===== config.mk =====
export PLATFORM = sky130hd
export DESIGN_NAME = image_loader
export DESIGN_NICKNAME = d
export VERILOG_FILES = /design/src/rtl/image_loader.sv
export SDC_FILE = /design/constraint.sdc
export NUM_CORES = 1
export LEC_CHECK = 0
export ABC_AREA = 1
export BUFFER_PORTS_ARGS = -buffer_cell sky130_fd_sc_hd__buf_4
export CAP_MARGIN = 20
export CORE_MARGIN = 4
export CORE_UTILIZATION = 53
export CTS_BUF_LIST = sky130_fd_sc_hd__clkbuf_4
export DETAILED_ROUTE_END_ITERATION = 10
export PLACE_DENSITY = 0.89
export SLEW_MARGIN = 15
export SYNTH_ARGS = -nofsm -noshare
export SYNTH_HDL_FRONTEND = slang
export SYNTH_SLANG_ARGS = --single-unit
export TNS_END_PERCENT = 30

===== constraint.sdc =====
create_clock -name clk_10M -period 4.6 [get_ports clk_10M]
set_input_delay 0.92 -clock clk_10M [delete_from_list [all_inputs] [get_ports clk_10M]]
set_output_delay 0.92 -clock clk_10M [all_outputs]
set_load 0.05 [all_outputs]

===== src/rtl/image_loader.sv =====
// rtl/image_loader.sv - packs received RGB332 bytes into 32-bit words and writes a frame to BaseRAM
// Optional feature macro: IMAGE_LOADER_CHECKSUM_EN adds an 8-bit running checksum output.
module image_loader #(
    parameter int          WORDS     = 120000,
    parameter int          WE_CYCLES = 2,
    parameter logic [19:0] BASE_ADDR = 20'h00000
) (
    input  logic        clk_10M,
    input  logic        reset_of_clk10M,
    input  logic        start,
    input  logic        rx_valid,
    input  logic [7:0]  rx_data,
    output logic        busy,
    output logic        done,
    output logic        overrun,
    output logic [19:0] word_count,
    output logic [19:0] sram_addr,
    output logic [31:0] sram_wdata,
    output logic        sram_data_oe,
    output logic        sram_ce_n,
    output logic        sram_oe_n,
    output logic        sram_we_n,
`ifdef IMAGE_LOADER_CHECKSUM_EN
    output logic [7:0]  checksum,
`endif
    output logic [3:0]  sram_be_n
);

    typedef enum logic [2:0] {
        IDLE    = 3'd0,
        COLLECT = 3'd1,
        SETUP   = 3'd2,
        WRITE   = 3'd3,
        HOLD    = 3'd4,
        DONE    = 3'd5
    } state_t;

    localparam logic [19:0] WORDS_L = 20'(WORDS);
    localparam logic [3:0]  WE_LAST = 4'(WE_CYCLES - 1);

    state_t      state;
    state_t      next_state;
    logic [1:0]  byte_cnt;
    logic [23:0] byte_buf;
    logic        pending;
    logic [19:0] packed_cnt;
    logic [3:0]  we_cnt;
    logic        start_ok;
    logic        accept;
    logic        word_done;
    logic        hold_exit;
    logic        bus_active;

    assign sram_oe_n = 1'b1;
    assign sram_be_n = 4'b0000;
    assign busy      = (state != IDLE) && (state != DONE);
    assign done      = (state == DONE);

    // Decode byte acceptance, word completion and the next FSM state.
    always_comb begin
        start_ok   = start && ((state == IDLE) || (state == DONE));
        accept     = rx_valid && (state != IDLE) && (state != DONE) && (packed_cnt < WORDS_L);
        word_done  = accept && (byte_cnt == 2'd3);
        hold_exit  = (state == HOLD);
        next_state = state;
        case (state)
            IDLE:    if (start) next_state = COLLECT;
            DONE:    if (start) next_state = COLLECT;
            COLLECT: if (pending) next_state = SETUP;
            SETUP:   next_state = WRITE;
            WRITE:   if (we_cnt == WE_LAST) next_state = HOLD;
            HOLD:    next_state = ((word_count + 20'd1) >= WORDS_L) ? DONE : COLLECT;
            default: next_state = IDLE;
        endcase
        bus_active = (next_state == SETUP) || (next_state == WRITE) || (next_state == HOLD);
    end

    // FSM state register.
    always_ff @(posedge clk_10M or posedge reset_of_clk10M) begin
        if (reset_of_clk10M) state <= IDLE;
        else                 state <= next_state;
    end

    // Byte packer: little-endian assembly, pending handshake and overrun detection.
    always_ff @(posedge clk_10M or posedge reset_of_clk10M) begin
        if (reset_of_clk10M) begin
            byte_cnt   <= 2'd0;
            byte_buf   <= 24'd0;
            pending    <= 1'b0;
            packed_cnt <= 20'd0;
            overrun    <= 1'b0;
            sram_wdata <= 32'd0;
        end else if (start_ok) begin
            byte_cnt   <= 2'd0;
            byte_buf   <= 24'd0;
            pending    <= 1'b0;
            packed_cnt <= 20'd0;
            overrun    <= 1'b0;
        end else begin
            if (hold_exit) pending <= 1'b0;
            if (accept) begin
                byte_cnt <= byte_cnt + 2'd1;
                case (byte_cnt)
                    2'd0:    byte_buf[7:0]   <= rx_data;
                    2'd1:    byte_buf[15:8]  <= rx_data;
                    2'd2:    byte_buf[23:16] <= rx_data;
                    default: byte_buf        <= byte_buf;
                endcase
            end
            // A word finishing on the HOLD exit cycle replaces the one just written.
            if (word_done) begin
                if (pending && !hold_exit) begin
                    overrun <= 1'b1;
                end else begin
                    sram_wdata <= {rx_data, byte_buf};
                    pending    <= 1'b1;
                    packed_cnt <= packed_cnt + 20'd1;
                end
            end
        end
    end

    // Write sequencing: address latch, WE pulse width counter and word counter.
    always_ff @(posedge clk_10M or posedge reset_of_clk10M) begin
        if (reset_of_clk10M) begin
            word_count <= 20'd0;
            sram_addr  <= 20'd0;
            we_cnt     <= 4'd0;
        end else begin
            if (start_ok) begin
                word_count <= 20'd0;
            end else if (hold_exit && (word_count < WORDS_L)) begin
                word_count <= word_count + 20'd1;
            end
            if ((state == COLLECT) && pending) sram_addr <= BASE_ADDR + word_count;
            we_cnt <= (state == WRITE) ? (we_cnt + 4'd1) : 4'd0;
        end
    end

    // Registered strobes track the next state so they line up with the state and drop glitch-free on reset.
    always_ff @(posedge clk_10M or posedge reset_of_clk10M) begin
        if (reset_of_clk10M) begin
            sram_ce_n    <= 1'b1;
            sram_we_n    <= 1'b1;
            sram_data_oe <= 1'b0;
        end else begin
            sram_ce_n    <= !bus_active;
            sram_we_n    <= (next_state != WRITE);
            sram_data_oe <= bus_active;
        end
    end

`ifdef IMAGE_LOADER_CHECKSUM_EN
    // Modulo-256 sum of accepted bytes; naturally frozen in DONE since nothing is accepted there.
    always_ff @(posedge clk_10M or posedge reset_of_clk10M) begin
        if (reset_of_clk10M)  checksum <= 8'd0;
        else if (start_ok)    checksum <= 8'd0;
        else if (accept)      checksum <= checksum + rx_data;
    end
`endif

endmodule


==> metrics <==
design area=0.00724 sq mm; Static Leak=3.67 nW; Pre-Repair DR Iteration Count=5; critical path's top delay family=simple AND/OR/NAND/NOR gates; Max clock buf depth=2; hold_buf cts=0; worst r2r dst=packed_cnt[16]$_DFFE_PP0P_; Pwr per Cell Area=577 mW/mm^2; Via Count=5077; share of post-route cells with drive strength above 1=21.0%; gr usage total=20.6%; minimum clock period after layout=2.56 ns; Worst path max stage delay=0.75 ns; Final Hold Viols=0; placed cell area=0.00688 sq mm; worst-path maximum fanout=83; endpoints failing setup=0; Die Area=0.0135 sq mm; initial antenna violation count=0; worst slew pin tran=1.01 ns; Die Wd=116 um; HPWL Detailed=9210 um; worst-path cell chain=nand3_1 -> nand2_2 -> nor3_2 -> nand2_1 -> inv_2 -> nand3b_4 -> inv_2 -> o21ai_0 -> nand2_1; io pins=95; Synth Flop Type=dfrtp_1; Peak Freq=390 MHz; Final Routed Wirelength=13500 um; final slew viol count=0; asr flop ratio synth=100%; pre-CTS WS=1.63 ns; fill count=931; PortBufs=89; Hold Crit Class=in2async; Skew-Pair Late Insertion Delay=0.54 ns; wire length of the first global-routing pass=22200 um; Setup WS post-layout=2.04 ns; Clock Skew=0.0257 ns; sequential area share after synthesis=52.5%; CTS buffer count=17; CTS H-tree depth=4; post-synth cell types=33; Rows=39; Syn Std Cell Area=0.00620 sq mm; GRT Residual Overflow=0; core area=0.0114 sq mm; Crit. End Element=register; Area growth syn-to-layout=16.7%; Slowest cell on crit path=nand3b_4; number of flops mapped to enable cells by yosys=0; Final ANT Viol Nets=0; commonest non-fill, non-tap cells in the layout=196 x nand2_1, 128 x dfrtp_1, 90 x buf_4; CTS Sinks=130; Setup TNS=0 ns; Via density=5.26; worst vdd ir=0.000490 V; Reg2Reg Depth=9; Synth Area per Inst=8.59 sq um; CP Class=reg2reg; Buf/Inv on CP=2; outcome=completed; Slew HR=32.6%; clock slew at reported path FFs=0.13 ns; clock root buffer master=clkbuf_4; post-CTS sizing=0; Yosys reg bits=130; ANT cells=0; YS warnings=0; initial core utilization=54.3%; wire length per cell=14.0 um; CTS tree=done; worst path required time=5.06 ns; # DRC=0; largest net degree at the start of global routing=86; RSZ-0062 raised after global routing=false; Final #Nets=829; leading cell type in the layout, fill and taps excluded=nand2_1; Worst EP arrival=3.02 ns; Synth Instances=722; Max Cap Viol=0; die height=116 um; Final period util=55.7%; gpl congestion=0.914; RR Startpoint=state[0]$_DFF_PP0_; R2R Setup Slk=2.04 ns; Post-CTS Setup Bufs=0; vias in the first global route=4778; Hold WS=0.332 ns; initial drt markers=426; critical path launch point type=register
## layout make-up
type	instances	area [sq um]	share of cell area, %
clock buffer	17	128	1.76
clock inverter	15	189	2.61
inverter	81	307	4.24
multi-input combinational	486	2440	33.7
sequential	130	3260	45.0
tap	143	179	2.47
timing repair buffer	93	738	10.2
## how the worst max path moves through the flow
stage                       startpoint                         end  slack, ns  cells past startpoint
floorplan              reset_of_clk10M     byte_buf[0]$_DFFE_PP0P_       0.21                      1
global placement              rx_valid  packed_cnt[16]$_DFFE_PP0P_       1.70                      9
detailed placement            rx_valid   packed_cnt[4]$_DFFE_PP0P_       1.63                      9
CTS                 state[0]$_DFF_PP0_  packed_cnt[16]$_DFFE_PP0P_       2.04                      9
global route        state[0]$_DFF_PP0_  packed_cnt[16]$_DFFE_PP0P_       1.72                      9
finish              state[0]$_DFF_PP0_  packed_cnt[16]$_DFFE_PP0P_       2.04                      9
## per-layer routing
layer | vias up | part of all wire [%] | GRT usage (%)
met5 | - | 0 | 0
met4 | 0 | 2.1 | 7.35
met3 | 26 | 6.0 | 4.51
met2 | 184 | 48 | 33.8
met1 | 2388 | 44 | 27.3
li1 | 2479 | - | -
## cells by family after synthesis
kind of cell / share of synthesized area (%)
AO/OA/AOI/OAI: 9.82
other: 0.121
flip-flops: 52.5
adder cells (fa/ha/maj): 1.61
multiplexers: 0.908
XOR/XNOR: 2.68
buffers and inverters: 8.35
AND/OR/NAND/NOR: 24.0
## where the power goes
part / switching, mW / leakage [nW] / internal (mW)
Combinational: 1.25 / 1.77 / 0.461
Clock: 0.491 / 0.165 / 0.351
Sequential: 0.172 / 1.73 / 1.45
Total: 1.91 / 3.67 / 2.26
## registers in the layout, summed over array words and instances, names as in the netlist
name,count
sram_wdata,32
byte_buf,24
packed_cnt,20
sram_addr,20
word_count,20
we_cnt,4
state,3
byte_cnt,2
overrun,1
pending,1
sram_ce_n,1
sram_data_oe,1
sram_we_n,1
## synth_stat cells (5+ instances only)
cell type	instances	area, sq um
nand3_1	64	320
clkbuf_1	9	33.8
xnor2_1	6	52.6
xor2_1	13	114
ha_1	8	100
nand2_2	5	31.3
o21ai_0	65	325
nand2_1	196	736
nor3_1	6	30.0
dfrtp_1	128	3200
inv_1	78	293
mux2_2	5	56.3
nor2_1	57	214
nand4_1	10	62.6
buf_4	5	37.5
buf_6	10	113
o21ai_2	25	219
## stage by stage
stage	std cells	utilization, %	power, mW
after floorplan	725	-	2.88
after global placement	931	60.2	3.28
after detailed placement	931	60.2	3.34
after CTS	963	63.0	4.19
after global routing	965	63.4	4.41
final	965	63.4	4.17
No activity file was read; power rests on OpenSTA's default activity.
